$ cat config.mk
export PLATFORM = sky130hd
export DESIGN_NAME = fetch_aligner
export DESIGN_NICKNAME = d
export VERILOG_FILES = /design/src/rtl/fetch_aligner.sv
export SDC_FILE = /design/constraint.sdc
export NUM_CORES = 1
export LEC_CHECK = 0
export CORE_ASPECT_RATIO = 1.75
export CORE_MARGIN = 4
export CORE_UTILIZATION = 56
export CTS_CLUSTER_SIZE = 40
export DETAILED_ROUTE_END_ITERATION = 12
export PLACE_DENSITY_LB_ADDON = 0.3
export SLEW_MARGIN = 40
export SYNTH_ARGS = -nofsm -noshare
export SYNTH_HDL_FRONTEND = slang
export SYNTH_SLANG_ARGS = --single-unit
$ cat constraint.sdc
create_clock -name clk -period 15.07 [get_ports clk]
set_clock_uncertainty 0.05 [all_clocks]
set_input_delay 3.014 -clock clk [delete_from_list [all_inputs] [get_ports clk]]
set_output_delay 3.014 -clock clk [all_outputs]
set_load 0.005 [all_outputs]
$ cat src/rtl/fetch_aligner.sv
// fetch_aligner: turns a stream of 32-bit memory words into aligned RV32C/RV32I
// instructions. Keeps up to three 16-bit halfwords, issues one word fetch at a
// time, and handles redirects (Flush) including dropping stale responses.
//
// Ports:
//   clk, rst            clock, asynchronous active-high reset
//   mem_req, mem_addr   one-cycle fetch request for the word at mem_addr
//   mem_valid, mem_rdata response for the oldest outstanding request
//   Stall               downstream hold, blocks consumption
//   Flush, redirect_PC_i redirect to a new PC (bit 0 ignored)
//   valid_o, instr_o, PC_o, compress_o  current instruction at buffer head
module fetch_aligner #(
  parameter logic [31:0] RESET_PC = 32'h0000_0000
) (
  input  logic        clk,
  input  logic        rst,
  output logic        mem_req,
  output logic [31:0] mem_addr,
  input  logic        mem_valid,
  input  logic [31:0] mem_rdata,
  input  logic        Stall,
  input  logic        Flush,
  input  logic [31:0] redirect_PC_i,
  output logic        valid_o,
  output logic [31:0] instr_o,
  output logic [31:0] PC_o,
  output logic        compress_o
);

  localparam int unsigned XLEN = 32;
  localparam int unsigned HW   = 16;
  localparam int unsigned BUFW = 48;
  localparam int unsigned CW   = 2;

  // IDLE: nothing outstanding; WAIT: response will be used; DROP: response is stale
  typedef enum logic [1:0] {S_IDLE, S_WAIT, S_DROP} state_t;

  state_t            state_q, state_n;
  logic [BUFW-1:0]   hbuf_q, hbuf_n;
  logic [CW-1:0]     hcnt_q, hcnt_n;
  logic [XLEN-1:0]   pc_q, pc_n;
  logic [XLEN-1:0]   fetch_q, fetch_n;
  logic              drop_low_q, drop_low_n;
  logic              issue;

  logic              consume;
  logic              fill;
  logic              resp_pending;
  logic [CW-1:0]     cons_n;
  logic [CW-1:0]     fill_n;
  logic [CW-1:0]     hcnt_keep;
  logic [XLEN-1:0]   fill_data;
  logic [BUFW-1:0]   shifted;
  logic [BUFW-1:0]   keep_mask;
  logic [BUFW-1:0]   fill_bits;

  // Head-of-buffer decode
  assign compress_o = (hbuf_q[1:0] != 2'b11);
  assign valid_o    = ((hcnt_q >= 2'd1) && compress_o) || (hcnt_q >= 2'd2);
  assign instr_o    = compress_o ? {16'h0000, hbuf_q[15:0]} : hbuf_q[31:0];
  assign PC_o       = pc_q;

  // Next-state: consume, fill, redirect and fetch issue
  always_comb begin
    state_n      = state_q;
    hbuf_n       = hbuf_q;
    hcnt_n       = hcnt_q;
    pc_n         = pc_q;
    fetch_n      = fetch_q;
    drop_low_n   = drop_low_q;
    issue        = 1'b0;

    consume      = valid_o && !Stall && !Flush;
    fill         = (state_q == S_WAIT) && mem_valid && !Flush;
    resp_pending = (state_q != S_IDLE) && !mem_valid;
    cons_n       = consume ? (compress_o ? 2'd1 : 2'd2) : 2'd0;
    fill_n       = fill ? (drop_low_q ? 2'd1 : 2'd2) : 2'd0;
    hcnt_keep    = hcnt_q - cons_n;
    fill_data    = drop_low_q ? {16'h0000, mem_rdata[31:16]} : mem_rdata;

    // Survivors shift down; new halfwords land directly above them
    shifted      = hbuf_q >> (HW * 32'(cons_n));
    keep_mask    = (BUFW'(1) << (HW * 32'(hcnt_keep))) - BUFW'(1);
    fill_bits    = fill ? (BUFW'(fill_data) << (HW * 32'(hcnt_keep))) : '0;

    if (Flush) begin
      hcnt_n     = '0;
      pc_n       = redirect_PC_i & ~32'd1;
      fetch_n    = redirect_PC_i & ~32'd3;
      drop_low_n = redirect_PC_i[1];
      state_n    = resp_pending ? S_DROP : S_IDLE;
    end else begin
      hbuf_n     = (shifted & keep_mask) | fill_bits;
      hcnt_n     = hcnt_keep + fill_n;
      if (consume) pc_n = pc_q + (compress_o ? 32'd2 : 32'd4);
      if (fill) drop_low_n = 1'b0;
      state_n    = resp_pending ? state_q : S_IDLE;
      // Request only when the buffer can absorb a full word afterwards
      if (!resp_pending && (hcnt_n <= 2'd1)) begin
        issue    = 1'b1;
        state_n  = S_WAIT;
        fetch_n  = fetch_q + 32'd4;
      end
    end
  end

  // State and output registers
  always_ff @(posedge clk or posedge rst) begin
    if (rst) begin
      state_q    <= S_IDLE;
      hbuf_q     <= '0;
      hcnt_q     <= '0;
      pc_q       <= RESET_PC;
      fetch_q    <= RESET_PC & ~32'd3;
      drop_low_q <= RESET_PC[1];
      mem_req    <= 1'b0;
      mem_addr   <= RESET_PC & ~32'd3;
    end else begin
      state_q    <= state_n;
      hbuf_q     <= hbuf_n;
      hcnt_q     <= hcnt_n;
      pc_q       <= pc_n;
      fetch_q    <= fetch_n;
      drop_low_q <= drop_low_n;
      mem_req    <= issue;
      if (issue) mem_addr <= fetch_q;
    end
  end

endmodule

# Word-level counts from Yosys, hierarchy flattened
# Index checks and enable logic that the tools add are counted.
# Widths: inputs -> output; s select.
word_totals:
  reg_bits: 150
  in_bits: 69
  output_inout_bits: 99
  word_cells: 61
classes:
  n_addsub: 5
  n_lt_le_gt_ge: 3
  n_eq_ne: 3
  n_shift: 3
  mux: 21
  bitwise: 2
  n_reduce_logical: 16
ops:
  columns: ["operator", "n"]
  rows:
  - ["$mux 32", 6]
  - ["$and 48x48->48", 1]
  - ["$mux 48", 1]
  - ["$or 48x48->48", 1]
  - ["$shl 1x6->48 const A", 1]
  - ["$shl 32x6->48", 1]
  - ["$shr 48x6->48", 1]
  - ["$sub 48x2->48 const B", 1]
  - ["$add 32x3->32", 1]
  - ["$add 32x3->32 const B", 1]
  - ["$mux 2", 9]
  - ["$reduce_bool 2->1", 4]
  - ["$logic_and 1x1->1", 7]
  - ["$logic_not 1->1", 4]
  - ["$mux 1", 4]
  - ["$mux 3", 1]
  - ["$ne 3x2->1 const B", 1]
  - ["$add 2x2->2", 1]
  - ["$eq 2x1->1 const B", 1]
  - ["$ge 2x1->1 const B", 1]
  - ["$ge 2x2->1 const B", 1]
  - ["$le 2x1->1 const B", 1]
  - ["$ne 2x2->1 const B", 1]
  - ["$sub 2x2->2", 1]
  - ["$logic_or 1x1->1", 1]

# Depth between registers and ports, before layout
# Gate-level depths: netlist of run 1.
logic_depth:
  word_depth: 12
  depth_mapped: 17

# Worst setup path after synthesis of run 1
# Ideal clock, no wire load.
synth_timing:
  path_kind: "in2reg"
  from: "in Stall"
  to: "reg mem_addr[10]"
  setup_time_ns: 0.125
  t_arrival_ns: 5.942
  required_ns: 14.895
  slack_ns: 8.953
  cell_stages: 16
  cell_sequence: "inv_1 o21ai_0 nor3_1 ha_1 clkbuf_1 inv_1 ha_1 xnor2_1 and3_2 a211o_1 buf_6 and2_1 buf_2 nor2_2 buf_2 mux2_2"
synth_via:
  elab_chain_len: 10
synth_rtl:
  columns: ["item", "line_no", "rtl"]
  rows:
  - ["start, declared", "21", "input logic Stall,"]
  - ["$logic_not 1->1", "73", "consume = valid_o && !Stall && !Flush;"]
  - ["$logic_and 1x1->1 (2 in a row)", "73", null]
  - ["$mux 2", "76", "cons_n = consume ? (compress_o ? 2'd1 : 2'd2) : 2'd0;"]
  - ["$sub 2x2->2", "78", "hcnt_keep = hcnt_q - cons_n;"]
  - ["$add 2x2->2", "94", "hcnt_n = hcnt_keep + fill_n;"]
  - ["$le 2x1->1", "99", "if (!resp_pending && (hcnt_n <= 2'd1)) begin"]
  - ["$logic_and 1x1->1", "99", null]
  - ["$mux 1", "99", null]
  - ["$mux 1", "86", "if (Flush) begin"]
  - ["end signal, assigned", "117", "mem_addr <= RESET_PC & ~32'd3;"]
  - ["end signal, assigned", "126", "if (issue) mem_addr <= fetch_q;"]
  - ["end, declared", "18", "output logic [31:0] mem_addr,"]
# No other way between the ends.
# A chain may end at the register's enable or synchronous reset.

# Worst setup path after layout of run 1
layout_timing:
  from: "in Stall"
  to: "reg mem_addr[17]"
# Same word-level chain as after synthesis.

==> results.toml, run 1 <==
[synthesis]
synthAdderAreaFrac_pct = 1.17
synth.area.top_cells = "dfrtp_1 (45%), mux2_2 (8.3%), mux2i_1 (4.3%)"
synthArstFlopShare_pct = 100
avgSynthCellArea_um2 = 10.2
synth_edf_count = 0
synth_most_common_cell = "dfrtp_1"
seq_area_frac_synth_pct = 44.7
ys.flop_type = "dfrtp_1"
synth_top_family_by_area = "compound AO/OA/AOI/OAI gates"
netlist-cell-type-count = 62
synthCells = 796
syn_area_mm2 = 0.00812
synth_commonest_cells = "dfrtp_1 (145), nand2_1 (69), mux2_2 (60), nor2_1 (42), clkbuf_1 (37)"
synthXorXnorAreaFrac_pct = 5.50
netlist.area_leader.share_pct = 44.7
synth.largest_area_cell = "dfrtp_1"
synth_seq_cells = 145
synth_compound_area_share_pct = 17.6
yosys_warnings = 0
synthSimpleGateAreaFrac_pct = 13.2
synth.area.mux_share_pct = 12.6

[pwr]
p_per_area_mw_per_mm2 = 137
leakagePower_nw = 4.21
vdd_drop_max_v = 0.0000712

[clock_tree]
htreeDepth = 4
clk_root_buffer_cell = "clkbuf_16"
holdBufCountCts = 0
numCtsBuffers = 17
cts_tree = "yes"
clk_path_buf_depth = 2
clk_pin_slew_worst_paths_ps = 70
post_cts_resized = 0
cts_setup_buffers = 0
clk_latency_ps = 420
clock_sinks = 145

[detailed_routing]
routed-via-count = 6906
route.detailed.drc = 0
routedWlPerCell_um = 20.9
first_pass_iters = 5
first_iter_violations = 347
routed_wl_mm = 23.4
via_per_inst = 6.18
drtAntennaViolNets = 0

[status]
status = "finished, final reports clean"

[global_route]
grtUsageTotal_pct = 28.6
grt_pass1_vias = 7357
grt_pass1_wl_mm = 37.9
antenna_found_initial = 0
grt_overflow = 0
grt_max_degree = 79

[place]
gp_congestion = 0.833
numPortBuffers = 163
hpwlAfterDp_mm = 15.7

[timing]
slew_violations = 0
setup_viol = 0
rsz0062_at_grt = "false"
tns_ps = 0
max_freq_ghz = 0.130
worst_pin_slew_ps = 843
slew_headroom_pct = 43.8
hold_violations = 0
finalCriticalPeriod_ps = 7700
period_share_pct = 51.1

[critical_path]
slowest_stage = "nor2_2"
worstSetupPathType = "in -> reg"
cp.arrival_ps = 7950
worst_setup_path_end_kind = "flop"
critPathLaunchType = "primary input"
crit_chain = "clkdlybuf4s50_1 > inv_1 > o21ai_0 > buf_4 > nor3_1 > ha_1 > inv_1 > ha_1 > xnor2_1 > and3_2 > a211o_1 > and2_1 > nor2_2 > buf_4 > mux2_2"
cp.depth = 15
worstRegToRegCells = 14
cp_top_family = "simple AND/OR/NAND/NOR gates"
max_stage_delay_ps = 660
worstPathRequired_ps = 15310
critPathMaxFanout = 19
cp_num_buf_inv = 5

[finish]
antenna_cells = 0
nets = 1001
syn_to_final_growth_pct = 28.1
layout-drive-gt1-share_pct = 13.7
fin_util_pct = 72.8
fillers = 1038

[die]
die_h_um = 167
io-pin-count = 168
core_area_mm2 = 0.0143
start_util_pct = 56.8
fp.dieW_um = 99.1
rows = 58
die_area_mm2 = 0.0166

[worst_hold_path]
hp-class = "reg -> reg"
worstHoldPathCells = 2

[job]
cap_viol_max_count = 0
## final cells by class
cell class	instances	area [um^2]	area share (%)
multi-input cells	565	4090	39.3
flip-flops and latches	145	3630	34.9
repair buffers	179	1750	16.8
clock buffers	18	429	4.12
well taps	180	225	2.16
clock inverters	13	210	2.02
inverters	17	68.8	0.661
## kinds of logic (layout without fill, tap and decap cells)
family,Yosys count,after routing
AO/OA/AOI/OAI,191,191
XOR/XNOR,51,51
adder cells (fa/ha/maj),7,7
buffers and inverters,88,227
flip-flops,145,145
multiplexers,95,95
other,1,3
AND/OR/NAND/NOR,218,218
## report_power, final
group          total [mW]  internal [mW]  switching, mW
clock               0.461          0.293          0.167
sequential          0.538          0.468         0.0699
combinational       0.426          0.239          0.187
total                1.43           1.00          0.425
## layer usage
layer / part of all wire, % / routed length, um / track usage (%) / vias up
met5: 0 / 0 / 0 / -
li1: - / - / - / 3144
met2: 55 / 12900 / 52.1 / 319
met4: 3.1 / 734 / 12.9 / 0
met1: 36 / 8340 / 32.4 / 3378
met3: 6.0 / 1410 / 4.25 / 65
## worst reg2reg max path, delay by kind of cell, from the launching register on
family | cells | cell delay [ps]
adder cells (fa/ha/maj) | 2 | 620
AND/OR/NAND/NOR | 4 | 1870
multiplexers | 1 | 380
flip-flops | 1 | 700
buffers and inverters | 3 | 760
AO/OA/AOI/OAI | 3 | 1200
XOR/XNOR | 1 | 140
## metrics by stage
step                      hold slack, ps  std cells  setup WS (ps)  cell area, um^2  total power, mW
after global routing                 466       1117           6990            10400             1.49
after CTS                            450       1117           7400            10400             1.43
final                                450       1117           7370            10400             1.43
after floorplan                      408        798           8110             8130            0.774
after global placement               438       1086           7120             9750            0.956
after detailed placement             434       1086           7030             9770            0.968
## layout by cell type, fill, tap and decap left out, types with 20 or more instances in the layout
cell type	count
o21ai_0	25
and3_1	24
xor2_1	24
nor2_1	41
nand3_1	24
a31oi_1	22
nand2_1	69
xnor2_1	27
dfrtp_1	144
mux2i_1	35
a21oi_1	28
a22o_1	20
mux2_2	60
clkdlybuf4s50_1	162
## state kept, by name, summed over array words and instances, names as in the netlist
name / flops
mem_req: 1
state_q: 2
mem_addr: 30
hcnt_q: 2
hbuf_q: 48
drop_low_q: 1
PC_o: 31
fetch_q: 30
## final timing paths
kind / startpoint / end / slack (ps)
worst max-delay path: Stall / mem_addr[17] / 7370
worst min-delay path: hbuf_q[29] / hbuf_q[29] / 450
worst max register to register: hbuf_q[1] / mem_addr[17] / 9220
worst min register to register: hbuf_q[29] / hbuf_q[29] / 450
max in group asynchronous: rst / hbuf_q[0] / 10770
min in group asynchronous: rst / hbuf_q[5] / 3020
No activity file was read; power rests on OpenSTA's default activity.
==> run 2, diff against run 1 <==
- CORE_UTILIZATION: 56 -> 47
- clock period: 15.07 -> 6.95 ns (I/O delays scaled with it)
==> results.toml, run 2 (same netlist as run 1, synthesis figures left out) <==
[finish]
fillers = 1462
mostFrequentLayoutCells = "clkdlybuf4s50_1 (162), dfrtp_1 (145), nand2_1 (69), mux2_2 (60), nor2_1 (42)"
syn_to_final_growth_pct = 28.2
antenna_cells = 0
final_common_cell = "clkdlybuf4s50_1"
layout-drive-gt1-share_pct = 13.7
top_register = "hbuf_q"
fin_area_mm2 = 0.0104
fin_util_pct = 61.5
nets = 1000
fin_cells = 1164
largest_reg_flops = 48

[place]
numPortBuffers = 163
gp_congestion = 0.881
hpwlAfterDp_mm = 16.9
post-place-ws_ps = 995
placed_cells = 1132
place_area_mm2 = 0.00981

[clock_tree]
clk_root_buffer_cell = "clkbuf_16"
cts_tree = "yes"
post_cts_resized = 0
holdBufCountCts = 0
htreeDepth = 4
clk_pin_slew_worst_paths_ps = 70
clock_sinks = 145
clk_latency_ps = 420
numCtsBuffers = 17
clk_path_buf_depth = 2
cts_setup_buffers = 0

[pwr]
finalPower_mw = 3.03
vdd_drop_max_v = 0.000156
p_per_area_mw_per_mm2 = 291
leakagePower_nw = 4.21

[critical_path]
slowest_stage = "a211o_1"
worstPathRequired_ps = 7190
max_stage_delay_ps = 540
critPathLaunchType = "primary input"
worst_setup_path_end_kind = "flop"
worstSetupPathType = "in -> reg"
critPathMaxFanout = 31
crit_chain = "clkdlybuf4s50_1 > inv_1 > o21ai_0 > buf_4 > nor3_1 > ha_1 > inv_1 > ha_1 > xnor2_1 > and3_2 > a211o_1 > and2_1 > nor2_2 > buf_4 > mux2_2"
cp.arrival_ps = 5750

[timing]
setup_ws_ps = 1440
rsz0062_at_grt = "false"
hold_violations = 0
tns_ps = 0
finalCriticalPeriod_ps = 5510
setup_viol = 0
whs_ps = 443
worst_pin_slew_ps = 827
slew_violations = 0
slew_headroom_pct = 44.9
max_freq_ghz = 0.182
period_share_pct = 79.2

[global_route]
grt_pass1_wl_mm = 37.6
grt_overflow = 0
grt_max_degree = 89
grtUsageTotal_pct = 24.6
grt_pass1_vias = 7017
antenna_found_initial = 0

[detailed_routing]
first_pass_iters = 5
routedWlPerCell_um = 20.3
route.detailed.drc = 0
routed_wl_mm = 23.7
via_per_inst = 5.74
drtAntennaViolNets = 0
routed-via-count = 6682
first_iter_violations = 281

[die]
start_util_pct = 47.9
rows = 63
die_h_um = 182
fp.dieW_um = 107
core_area_mm2 = 0.0169
io-pin-count = 168
die_area_mm2 = 0.0195

[worst_hold_path]
hp-class = "reg -> reg"

[job]
cap_viol_max_count = 0

[status]
status = "finished, final reports clean"
## run 2: cell types whose count changed in the layout (fill, tap and decap cells not counted), moves of 2 or more
cell       previous run  this run
inv_8                 0         5
clkinv_2              2         0
inv_6                 2         4
bufinv_16             5         1
## run 2: layer usage
metal  up-vias  wire (um)  track usage [%]
met5         -          0                0
met4         0       1110             12.4
met3        48        982             3.88
met2       217      13100             45.9
met1      3290       8520             26.2
li1       3127          -                -
## run 2: worst max-delay path, delay by kind of cell
| kind | cells | cell delay (ps) |
|---|---|---|
| muxes | 1 | 390 |
| buffers and inverters | 5 | 1300 |
| xor gates and xnor gates | 1 | 70 |
| adders and majority gates | 2 | 630 |
| AOI/OAI and AO/OA | 2 | 630 |
| and+or+nand+nor | 4 | 1310 |
## run 2: final timing paths
check	startpoint	end	slack, ps	cells after the start
worst max-delay path	Stall	mem_addr[3]	1440	15
worst max register to register	hbuf_q[1]	mem_addr[3]	1800	14
max in group asynchronous	rst	PC_o[13]	4440	3
min in group asynchronous	rst	mem_addr[11]	1380	2
worst min-delay path	hbuf_q[2]	hbuf_q[2]	440	1
worst min register to register	hbuf_q[2]	hbuf_q[2]	440	1
## run 2: where the power goes
part	internal (mW)	switching (mW)	leakage (nW)
registers	1.01	0.150	1.76
clock network	0.521	0.414	0.289
logic	0.516	0.414	2.16
## run 2: cell type report
cell class / count / area, um^2 / share of cell area, %
multi-input cells: 565 / 4090 / 39.3
flip-flops and latches: 145 / 3630 / 34.8
repair buffers: 178 / 1740 / 16.7
clock buffers: 18 / 439 / 4.22
well taps: 227 / 284 / 2.73
clock inverters: 14 / 159 / 1.53
inverters: 17 / 71.3 / 0.685
==> run 3, diff against run 2 <==
- CORE_UTILIZATION: 47 -> 52
- clock period: 6.95 -> 5.1 ns (I/O delays scaled with it)
==> results.toml, run 3 (same netlist as run 1, synthesis figures left out) <==
[detailed_routing]
first_iter_violations = 320
routed-via-count = 6934
drtAntennaViolNets = 0
routed_wl_mm = 23.6
route.detailed.drc = 0
routedWlPerCell_um = 20.9
first_pass_iters = 5
via_per_inst = 6.14

[clock_tree]
htreeDepth = 4
clk_path_buf_depth = 2
holdBufCountCts = 0
clock_sinks = 145
numCtsBuffers = 17
cts_setup_buffers = 0
clk_pin_slew_worst_paths_ps = 70
clk_latency_ps = 420
cts_tree = "yes"
clk_root_buffer_cell = "clkbuf_16"
post_cts_resized = 0

[finish]
mostFrequentLayoutCells = "clkdlybuf4s50_1 (162), dfrtp_1 (145), nand2_1 (69), mux2_2 (60), nor2_1 (42)"
layout-drive-gt1-share_pct = 14.4
fin_util_pct = 67.7
nets = 1007
fin_area_mm2 = 0.0104
largest_reg_flops = 48
fillers = 1246
antenna_cells = 0
syn_to_final_growth_pct = 28.3
final_common_cell = "clkdlybuf4s50_1"
top_register = "hbuf_q"
fin_cells = 1130

[timing]
rsz0062_at_grt = "false"
setup_ws_ps = 464
tns_ps = 0
max_freq_ghz = 0.216
setup_viol = 0
hold_violations = 0
slew_headroom_pct = 44.2
finalCriticalPeriod_ps = 4640
slew_violations = 0
worst_pin_slew_ps = 836
period_share_pct = 90.9

[die]
rows = 60
die_area_mm2 = 0.0178
core_area_mm2 = 0.0154
io-pin-count = 168
die_h_um = 173
start_util_pct = 52.8
fp.dieW_um = 102

[global_route]
antenna_found_initial = 0
grt_pass1_wl_mm = 37.3
grt_max_degree = 90
grt_pass1_vias = 7114
grt_overflow = 0
grtUsageTotal_pct = 26.8

[place]
placed_cells = 1098
gp_congestion = 0.868
post-place-ws_ps = 111
hpwlAfterDp_mm = 16.3
place_area_mm2 = 0.00983
numPortBuffers = 163

[critical_path]
slowest_stage = "nor3_1"
worstSetupStartpoint = "Stall"
worstSetupPathType = "in -> reg"
max_stage_delay_ps = 470
worstRegToRegCells = 13
crit_chain = "clkdlybuf4s50_1 > inv_1 > o21ai_0 > nor3_1 > ha_1 > inv_1 > ha_1 > xnor2_1 > and3_2 > a211o_1 > and2_1 > nor2_2 > buf_4 > mux2_2"
r2r_end = "mem_addr[20]"
worstPathRequired_ps = 5350
critPathLaunchType = "primary input"
cp.arrival_ps = 4880
critPathMaxFanout = 31
r2r_start = "hbuf_q[0]"
reg2reg_slack_ps = 620
worst_setup_path_end_kind = "flop"

[job]
cap_viol_max_count = 0

[pwr]
vdd_drop_max_v = 0.000240
leakagePower_nw = 4.23
p_per_area_mw_per_mm2 = 394

[status]
status = "finished, final reports clean"

[worst_hold_path]
hp-class = "reg -> reg"
hold_end = "hbuf_q[15]"
min_from = "hbuf_q[15]"
worstHoldPathCells = 1
## run 3: worst max-delay path: cells and delay by family
family,cells,cell delay [ps]
compound gates,2,570
mux,1,390
fa+ha+maj,2,530
buf+inv,4,1040
xor+xnor,1,70
simple gates,4,1220
## run 3: per-layer routing
layer  track usage, %  part of all wire [%]
met5                0                     0
met4             10.8                   2.8
met3             4.35                   5.9
met2             47.6                    54
met1             31.3                    37
## run 3: layout make-up
| cell class | instances | area (um^2) | share of cell area, % |
|---|---|---|---|
| multi-input cells | 565 | 4100 | 39.3 |
| flip-flops and latches | 145 | 3630 | 34.8 |
| repair buffers | 185 | 1800 | 17.3 |
| clock buffers | 18 | 439 | 4.21 |
| well taps | 186 | 233 | 2.23 |
| clock inverters | 14 | 146 | 1.40 |
| inverters | 17 | 68.8 | 0.660 |
## run 3: through the flow
stage               hold WS [ps]  total power [mW]
floorplan                    408              2.29
global placement             423              2.84
detailed placement           443              2.87
CTS                          458              4.13
global route                 464              4.30
finish                       455              4.11
## run 3: worst max-delay path by stage
stage | slack [ps] | depth (start not counted) | to
finish | 460 | 14 | mem_addr[20]
global route | 210 | 14 | mem_addr[26]
global placement | 200 | 14 | mem_addr[12]
CTS | 470 | 14 | mem_addr[26]
floorplan | 140 | 1 | PC_o[10]
detailed placement | 110 | 14 | mem_addr[11]
## run 3: report_power, final
| group | total [mW] | internal [mW] | switching (mW) |
|---|---|---|---|
| clock network | 1.25 | 0.701 | 0.554 |
| registers | 1.58 | 1.38 | 0.201 |
| logic | 1.27 | 0.714 | 0.557 |
| total | 4.11 | 2.80 | 1.31 |
